$ cat src/rtl/decode_execute_reg.sv
// ID/EX pipeline register with stall hold, flush squash and write-back operand snoop.
// Optional performance counters are enabled by defining IDEX_PERF_CNT_EN.
module decode_execute_reg (
    input  logic        clk,
    input  logic        rst,
    input  logic [15:0] p0_ID,
    input  logic [15:0] p1_ID,
    input  logic [3:0]  p0Addr_ID,
    input  logic [3:0]  p1Addr_ID,
    input  logic [3:0]  regAddr_ID,
    input  logic [15:0] imm_ID,
    input  logic [15:0] pcNext_ID,
    input  logic [2:0]  aluOp_ID,
    input  logic        regWe_ID,
    input  logic        memToReg_ID,
    input  logic        memWe_ID,
    input  logic        jal_ID,
    input  logic        valid_ID,
    input  logic        forwardStall,
    input  logic        flush,
    input  logic [15:0] writeData_WB,
    input  logic [3:0]  writeAddr_WB,
    input  logic        writeEnable_WB,
    output logic [15:0] p0_EX,
    output logic [15:0] p1_EX,
    output logic [15:0] imm_EX,
    output logic [15:0] pcNext_EX,
    output logic [3:0]  p0Addr_EX,
    output logic [3:0]  p1Addr_EX,
    output logic [3:0]  regAddr_EX,
    output logic [2:0]  aluOp_EX,
    output logic        regWe_EX,
    output logic        memToReg_EX,
    output logic        memWe_EX,
    output logic        jal_EX,
    output logic        valid_EX,
    output logic        stallFront,
    output logic        bubbleEM
`ifdef IDEX_PERF_CNT_EN
    ,
    output logic [15:0] stallCount,
    output logic [15:0] flushCount
`endif
);

    typedef struct packed {
        logic [15:0] p0;
        logic [15:0] p1;
        logic [15:0] imm;
        logic [15:0] pc_next;
        logic [3:0]  p0_addr;
        logic [3:0]  p1_addr;
        logic [3:0]  reg_addr;
        logic [2:0]  alu_op;
        logic        reg_we;
        logic        mem_to_reg;
        logic        mem_we;
        logic        jal;
        logic        valid;
    } idex_t;

    idex_t stage_q, stage_d;

    // Register 0 is hard-wired zero, so a write-back to it must never be forwarded.
    function automatic logic wb_hit(input logic [3:0] addr);
        return writeEnable_WB && (writeAddr_WB != 4'd0) && (writeAddr_WB == addr);
    endfunction

    // NOTE: default assignment first keeps this block free of inferred latches.
    always_comb begin
        stage_d = stage_q;
        if (flush) begin
            stage_d = '0;
        end else if (forwardStall) begin
            if (wb_hit(stage_q.p0_addr)) stage_d.p0 = writeData_WB;
            if (wb_hit(stage_q.p1_addr)) stage_d.p1 = writeData_WB;
        end else begin
            stage_d.p0         = wb_hit(p0Addr_ID) ? writeData_WB : p0_ID;
            stage_d.p1         = wb_hit(p1Addr_ID) ? writeData_WB : p1_ID;
            stage_d.imm        = imm_ID;
            stage_d.pc_next    = pcNext_ID;
            stage_d.p0_addr    = p0Addr_ID;
            stage_d.p1_addr    = p1Addr_ID;
            stage_d.reg_addr   = regAddr_ID;
            stage_d.alu_op     = aluOp_ID;
            stage_d.reg_we     = regWe_ID    & valid_ID;
            stage_d.mem_to_reg = memToReg_ID & valid_ID;
            stage_d.mem_we     = memWe_ID    & valid_ID;
            stage_d.jal        = jal_ID      & valid_ID;
            stage_d.valid      = valid_ID;
        end
    end

    // NOTE: sequential state uses non-blocking assignments only.
    always_ff @(posedge clk) begin
        if (rst) stage_q <= '0;
        else     stage_q <= stage_d;
    end

    assign p0_EX       = stage_q.p0;
    assign p1_EX       = stage_q.p1;
    assign imm_EX      = stage_q.imm;
    assign pcNext_EX   = stage_q.pc_next;
    assign p0Addr_EX   = stage_q.p0_addr;
    assign p1Addr_EX   = stage_q.p1_addr;
    assign regAddr_EX  = stage_q.reg_addr;
    assign aluOp_EX    = stage_q.alu_op;
    assign regWe_EX    = stage_q.reg_we;
    assign memToReg_EX = stage_q.mem_to_reg;
    assign memWe_EX    = stage_q.mem_we;
    assign jal_EX      = stage_q.jal;
    assign valid_EX    = stage_q.valid;

    assign stallFront  = forwardStall & ~flush;
    assign bubbleEM    = forwardStall | flush;

`ifdef IDEX_PERF_CNT_EN
    logic [15:0] stall_count_q, stall_count_d;
    logic [15:0] flush_count_q, flush_count_d;

    always_comb begin
        stall_count_d = stall_count_q;
        flush_count_d = flush_count_q;
        if (stallFront && (stall_count_q != 16'hFFFF))
            stall_count_d = stall_count_q + 16'd1;
        if (flush && stage_q.valid && (flush_count_q != 16'hFFFF))
            flush_count_d = flush_count_q + 16'd1;
    end

    always_ff @(posedge clk) begin
        if (rst) begin
            stall_count_q <= '0;
            flush_count_q <= '0;
        end else begin
            stall_count_q <= stall_count_d;
            flush_count_q <= flush_count_d;
        end
    end

    assign stallCount = stall_count_q;
    assign flushCount = flush_count_q;
`endif

endmodule

$ cat config.mk
export PLATFORM = sky130hd
export DESIGN_NAME = decode_execute_reg
export DESIGN_NICKNAME = d
export VERILOG_FILES = /design/src/rtl/decode_execute_reg.sv
export SDC_FILE = /design/constraint.sdc
export NUM_CORES = 1
export LEC_CHECK = 0
export CAP_MARGIN = 20
export CORE_ASPECT_RATIO = 1.5
export CORE_UTILIZATION = 41
export DETAILED_ROUTE_END_ITERATION = 6
export HOLD_SLACK_MARGIN = 0.08
export MAX_ROUTING_LAYER = met4
export PLACE_DENSITY = 0.87
export SLEW_MARGIN = 40
export SYNTH_ARGS = -nofsm -noshare
export SYNTH_HDL_FRONTEND = slang
export SYNTH_SLANG_ARGS = --single-unit
$ cat constraint.sdc
create_clock -name clk -period 5.25 [get_ports clk]
set_clock_uncertainty 0.15 [all_clocks]
set_input_delay 0.7875 -clock clk [delete_from_list [all_inputs] [get_ports clk]]
set_output_delay 0.7875 -clock clk [all_outputs]
set_load 0.01 [all_outputs]
* After elaboration in Yosys (flattened, before gate mapping)
Index checks and enable logic that the tools add are counted.
** Storage, ports and cells
- Bits in registers :: 84
- Bits in latches :: 0
- RAM bits :: 0
- ROM bits :: 0
- Bits of input ports :: 109
- Output and inout port bits :: 86
- Logic and storage cells :: 38
- Memories kept :: 0
** Operators by class
- Add/subtract/negate cells :: 0
- Multipliers :: 0
- Divide/modulo/power cells :: 0
- $lt $le $gt $ge :: 0
- Equal/unequal tests :: 6
- Shifts and indexed selects :: 0
- Muxes and demuxes :: 5
- Bitwise logic cells :: 7
- Reductions and logical operators :: 7
** Operators with widths (number)
- 16-bit two-way mux :: 4
- 32-bit two-way mux :: 1
- 4-bit == test :: 4
- 1-bit bitwise AND :: 5
- 1-bit logical AND :: 5
- 2-bit by 1-bit != test with 1-bit output (second input constant) :: 2
- 4-bit nonzero test :: 1
- 2-bit OR reduction :: 1
- 1-bit NOT :: 1
- 1-bit bitwise OR :: 1

* Logic depth before layout (Yosys ltp)
Gate-level depths: netlist of the first run.
- Depth in word-level cells :: 5
- Gate-level depth with buffers :: 8

* Worst setup path after synthesis of the first run
No wires, ideal clock.
- Path type :: input to output
- Start point :: in forwardStall
- End point :: out bubbleEM
- Data arrival time :: 1639 ps
- Setup slack :: 2674 ps
- Stages on the path :: 3
- Cells stage by stage :: clkbuf_1 > buf_1 > or2_2
** On the way
- Word-level cells in the longest chain between the ends :: 1
** RTL lines
- start: declaration :: line 19 : input logic forwardStall,
- 1-bit bitwise OR :: line 115 : assign bubbleEM = forwardStall | flush;
- end: declaration :: line 38 : output logic bubbleEM
No other way between the ends.

* Worst setup path after layout of the first run
- Start point :: in forwardStall
- End point :: out stallFront
** On the way
- Word-level cells in the longest chain between the ends :: 1
** RTL lines
- 1-bit bitwise AND :: line 114 : assign stallFront = forwardStall & ~flush;
- end: declaration :: line 37 : output logic stallFront,
No other way between the ends.

==> results of run 1 <==
logic make-up (layout without fill, tap and decap cells):
family,count (synthesis),count (layout),synth area share [%]
DFF,84,84,49.3
and+or+nand+nor,83,83,9.75
AOI/OAI and AO/OA,63,63,17.1
muxes,49,49,14.4
buffers and inverters,31,217,5.43
xor gates and xnor gates,16,16,4.11
cell usage in the layout, fill, tap and decap left out:
master           instances
clkdlybuf4s50_1        193
dfxtp_1                 84
nor2_1                  66
mux2i_1                 49
xnor2_1                 16
o221ai_1                13
a222oi_1                13
o21ba_1                 10
clkbuf_16                9
a21oi_1                  7
nand2_1                  6
inv_1                    4
nand4_1                  4
a22oi_1                  4
clkbuf_1                 4
nand3_1                  3
o2bb2a_1                 3
a32oi_1                  3
o21ba_2                  3
buf_4                    3
or2_2                    2
o21a_4                   2
clkbuf_8                 2
o41a_1                   1
inv_8                    1
o21ai_2                  1
o21ai_4                  1
nor2_2                   1
o21a_1                   1
o22ai_2                  1
nor2b_1                  1
bufinv_16                1
layout make-up:
cell class                 count  area, sq um
multi-input combinational    211         1550
fill                         596         2420
clock inverter                 1         30.0
clock buffer                  15          268
tap                          105          131
inverter                       5         26.3
timing repair buffer         196         1950
sequential                    84         1680
metal layers:
layer  up-vias  GRT usage (%)  share of wire, %
met5         -              -                 0
met4         0           12.7               2.9
met3        24           4.32               4.8
met2       124           43.4                53
met1      1554           26.1                39
li1       1527              -                 -
worst min-delay path by stage:
stage,startpoint,endpoint,slack [ps],cells after the start
after floorplan,valid_EX,valid_EX,380,2
after global placement,valid_EX,valid_EX,320,2
after detailed placement,pcNext_EX[7],pcNext_EX[7],340,2
after CTS,pcNext_EX[7],pcNext_EX[7],350,2
after global routing,imm_EX[3],imm_EX[3],380,2
final,pcNext_EX[7],pcNext_EX[7],340,2
worst max-delay path, stage by stage:
cell             delay (ps)
buf_4                   410
inv_1                   280
nor2_1                  220
clkdlybuf4s50_1         570
cell usage after synthesis, types with 4 or more instances:
cell type,number
mux2i_1,49
nor2_1,67
a22oi_1,4
nand2_1,6
buf_2,7
xnor2_1,16
clkbuf_1,10
buf_6,6
o221ai_1,13
a222oi_1,13
o21ba_1,10
dfxtp_1,84
nand4_1,4
a21oi_1,7
inv_1,4
sequential cells by signal, indices dropped and copies added (netlist names):
signal and count:
p1Addr_EX 4, p1_EX 16, jal_EX 1, imm_EX 16, regAddr_EX 4, aluOp_EX 3, p0_EX 16, pcNext_EX 16
valid_EX 1, p0Addr_EX 4, memWe_EX 1, memToReg_EX 1, regWe_EX 1
power by group:
group / internal [mW] / total [mW] / switching (mW)
clock: 0.395 / 0.628 / 0.233
combinational: 0.154 / 0.256 / 0.101
sequential: 0.660 / 0.673 / 0.0123
total: 1.21 / 1.56 / 0.347
==> summary.txt, run 1 <==
Power and ir drop
  – PD cells: 276 nW/um^2
  – Worst VDD drop: 227 uV
  – Leak: 2.16 nW
  – Design Power: 1.56 mW

Layout
  – Layout Nets: 616
  – Layout cells sized above 1: between 5 and 6%
  – Area Growth Syn to Fin: 65.3%
  – N_diodes: 0
  – Layout Utilization: 70.0%
  – Finished layout cell area: 5640 sq um
  – Final Non-Filler Cells: 617

Route
  – First-pass DRT Iterations: 6
  – Vias per cell: 5.23
  – Post-DRT Antenna Nets: 0
  – DRC: 0
  – DR iter-0 viols: 185
  – DRT Wirelength: 10.2 mm
  – Routed len/inst: 16.5 microns
  – Routed via count: 3229

Flow run
  – Max-cap violations: 0

Placement
  – Port bufs: around 190
  – Gpl congestion: 0.839
  – Post-DP HPWL: 7.55 mm
  – Placed cell area: 5340 sq um
  – Placed cell count: 601
  – Pre-CTS WS: 1680 ps

Timing
  – Slew @ Worst Pin: 672 ps
  – RSZ-0062 raised after global routing: false
  – Final min period: 3210 ps
  – Fmax: approximately 310 MHz
  – Pins over their slew limit: 0
  – TNS Setup: 0 ps
  – Tcrit/Tclk final: between 60% and 70%
  – Relative slew margins: 55.2%
  – Count of final hold-check violations: 0
  – Setup ws final: between 2000 and 2500 ps
  – Hold slack: approximately 340 ps
  – Final Setup Violations: 0

Yosys
  – Post-synth top area share: 49.3%
  – Syn_area_per_cell: between 10 and 15 sq um
  – YS warnings: 0
  – Register bit total from synthesis: 84
  – Syn Std Cell Area: 3410 sq um
  – Predominant post-synthesis flop cell: dfxtp_1
  – Synthesized net count: ~440
  – Post-Synthesis Cells: 326
  – Synth async-reset ratio: 0%
  – Post-synth cell types: 30
  – Register area share after synthesis: between 40% and 50%
  – Synth area leader: dfxtp_1
  – Number of enable flip-flop cells after synthesis: 0
  – Top post-synthesis cells by area: dfxtp_1 49%, mux2i_1 14%, nor2_1 7.4%

Worst setup path
  – R2R setup slack: 3160 ps
  – Endpoint type of the worst setup path: output pin
  – Worst Setup SP: forwardStall
  – Reg2reg end: p1_EX[7]
  – CP startpoint kind: primary input
  – Arrival @ worst endpoint: 2280 ps
  – Crit-path max FO: 31
  – Critical path destination: stallFront
  – R2R depth: 5
  – Crit path kind: primary input to output pin
  – Reg-to-Reg Start: p1Addr_EX[0]
  – Worst Path Required: about 4300 ps

Clock network
  – Bufs on Longest Clock Path: 2
  – Setup bufs post-CTS: 0
  – Num CTS Buffers: 9
  – CTS H-tree depth: 3
  – CTS tree: done
  – Root buffer cell: clkbuf_16
  – # hold bufs at CTS: 0
  – Clk_lat worst skew: 330 ps
  – # clock sinks: between 80 and 90
  – Resized cells post-CTS: 0
  – Clock slew at reported path FFs: 60 ps

GRT
  – Pin count of the biggest net entering global routing: 40
  – Total Routing Usage GR: 24.5%
  – GRT overflow: 0
  – Vias in the first global route: 3311
  – Initial antenna violation count: 0
  – First-pass GRT wire length: roughly 16 mm

Die
  – Initial core utilization: 42.3%
  – I/O pin total: 195
  – DIE WIDTH: 76.5 microns
  – Row count: 40
  – Die Y: 114 microns
  – Die area: around 8700 sq um
  – Core Area: 8060 sq um

Min path
  – Worst Hold Class: register to register

Status
  – Status: finished, final reports clean
Note: power is estimated with default switching activity, not from simulation.
==> run 2: changes to the inputs <==
Settings changed: CORE_UTILIZATION 41 to 38, PLACE_DENSITY 0.87 to 0.82.
Clock period 5.25 ns to 3 ns, I/O delays scaled along.
==> run 2 against run 1 <==
Compared with the run above: the run now ends with design-rule violations left; critical path depth increased by 2; cell count increased by 0.65%; sequential power increased by 75%; via count is 1.0% lower; die area increased by 7.7%; flip-flop and latch count stayed put; first-iteration DRC count fell by 14%; global-route usage decreased by 1.1 points; cell area up 0.27%; critical endpoint is now p1_EX[9]; largest cell class unchanged.
==> summary.txt, run 2 (synthesis gave the netlist of run 1 again) <==
Worst setup path
  – Worst Setup SP: writeAddr_WB[0] (was forwardStall)
  – R2R depth: 5 (unchanged)
  – Crit-path max FO: 13 (was 31)
  – Reg2reg end: p1_EX[7] (unchanged)
  – Reg-to-Reg Start: p1Addr_EX[0] (unchanged)
  – Endpoint type of the worst setup path: register (was output pin)
  – Worst Path Required: 3130 ps (was 4310 ps)
  – Crit path kind: primary input to register (was primary input to output pin)
  – Arrival @ worst endpoint: 2600 ps (was 2280 ps)
  – CP startpoint kind: primary input (unchanged)
  – R2R setup slack: 1000 ps (was 3160 ps)

GRT
  – Total Routing Usage GR: 23.4% (was 24.5%)
  – Initial antenna violation count: 0 (unchanged)
  – Vias in the first global route: 3299 (was 3311)
  – First-pass GRT wire length: 16.2 mm (was 16.1 mm)
  – GRT overflow: 0 (unchanged)
  – Pin count of the biggest net entering global routing: 40 (unchanged)

Timing
  – RSZ-0062 raised after global routing: false (unchanged)
  – Final min period: around 2500 ps
  – Count of final hold-check violations: 0 (unchanged)
  – Pins over their slew limit: 0 (unchanged)
  – Slew @ Worst Pin: 805 ps (was 672 ps)
  – Final Setup Violations: 0 (unchanged)
  – Setup ws final: 528 ps (was 2040 ps)
  – Fmax: approximately 400 MHz
  – Relative slew margins: 46.1% (was 55.2%)
  – Tcrit/Tclk final: 82.4%
  – TNS Setup: 0 ps (unchanged)

Placement
  – Port bufs: 194 (unchanged)
  – Post-DP HPWL: 7.72 mm (was 7.55 mm)
  – Gpl congestion: 0.771 (was 0.839)
  – Pre-CTS WS: 165 ps (was 1680 ps)

Min path
  – Hold path start: pcNext_EX[9] (was pcNext_EX[7])
  – Worst Hold Class: register to register (unchanged)
  – Worst Hold Depth: 2 (unchanged)
  – Hold Path End: pcNext_EX[9] (was pcNext_EX[7])

Route
  – Routed len/inst: 16.5 microns (about the same)
  – First-pass DRT Iterations: 7 (was 6)
  – DR iter-0 viols: 160 (was 185)
  – Routed via count: 3196 (was 3229)
  – Post-DRT Antenna Nets: 0 (unchanged)
  – DRC: 1 (was 0)
  – DRT Wirelength: 10.3 mm (was 10.2 mm)
  – Vias per cell: 5.15 (was 5.23)

Clock network
  – # hold bufs at CTS: 0 (unchanged)
  – Clock slew at reported path FFs: 60 ps (about the same)
  – Setup bufs post-CTS: 0 (unchanged)
  – # clock sinks: 84 (unchanged)
  – Resized cells post-CTS: 0 (unchanged)
  – Num CTS Buffers: 9 (unchanged)
  – CTS H-tree depth: 3 (unchanged)
  – CTS tree: done (unchanged)
  – Root buffer cell: clkbuf_16 (unchanged)
  – Clk_lat worst skew: 340 ps (was 330 ps)
  – Bufs on Longest Clock Path: 2 (unchanged)

Status
  – Failing checks: design-rule violations
  – Status: finished with violations (was finished, final reports clean)

Die
  – Die Y: 118 microns (was 114 microns)
  – Core Area: 8780 sq um (was 8060 sq um)
  – Row count: 42 (was 40)
  – Initial core utilization: 38.9% (was 42.3%)
  – Die area: 9370 sq um (was 8700 sq um)
  – I/O pin total: 195 (unchanged)
  – DIE WIDTH: 79.4 microns (was 76.5 microns)

Layout
  – N_diodes: 0 (unchanged)
  – Most frequent cells in the layout: 193 x clkdlybuf4s50_1, 84 x dfxtp_1, 67 x nor2_1 (was 193 x clkdlybuf4s50_1, 84 x dfxtp_1, 66 x nor2_1)
  – Layout Nets: 617 (was 616)
  – Area Growth Syn to Fin: 65.7% (was 65.3%)
  – Layout cells sized above 1: 5.48% (was 5.27%)
  – Commonest non-fill, non-tap cell in the layout: clkdlybuf4s50_1 (unchanged)

Power and ir drop
  – Leak: 2.17 nW (was 2.16 nW)
  – PD cells: 481 nW/um^2 (was 276 nW/um^2)
  – Worst VDD drop: 313 uV (was 227 uV)

Flow run
  – Max-cap violations: 0 (unchanged)
[run 2: cell count changes in the layout (fill, tap and decap cells not counted), sizes merged]
cell | before | now
clkbuf | 15 | 12
buf | 3 | 4
clkinv | 0 | 1
[run 2: area by class of cell]
cell class,count,area [sq um]
well taps,110,138
clock inverters,2,35.0
inverters,5,26.3
fillers,713,3120
multi-input cells,211,1550
flip-flops and latches,84,1680
clock buffers,12,256
repair buffers,197,1970
[run 2: critical path: stages]
cell and delay (ps):
clkdlybuf4s50_1 600, o41a_1 540, inv_8 70, o21ai_2 480, o221ai_1 170, o21ba_1 280
[run 2: metrics by stage]
step                area (sq um)  util, %  cells  total power, mW  hold slack (ps)
floorplan                   3410        -    326             1.39              378
global placement            5360     61.1    607             1.64              322
detailed placement          5360     61.1    607             1.65              337
CTS                         5650     64.4    621             2.75              353
global route                5650     64.4    621             2.83              371
finish                      5650     64.4    621             2.72              345
[run 2: how the worst max path moves through the flow]
stage                     slack, ps         to
after CTS                       530   p1_EX[9]
after global routing            340   p1_EX[7]
after detailed placement        170   p1_EX[5]
after floorplan                1020  p0_EX[10]
after global placement          220   p1_EX[5]
final                           530   p1_EX[9]
[run 2: per-layer routing]
layer	share of wire, %	vias up	global-route usage, %
li1	-	1530	-
met1	38	1494	24.6
met2	53	145	40.5
met3	5.6	27	4.34
met4	3.5	0	13.0
met5	0	-	-
[run 2: power breakdown]
| group | total (mW) | internal (mW) | switching, mW |
|---|---|---|---|
| registers | 1.18 | 1.16 | 0.0225 |
| logic | 0.448 | 0.272 | 0.176 |
| clock network | 1.09 | 0.679 | 0.412 |
| total | 2.72 | 2.11 | 0.611 |
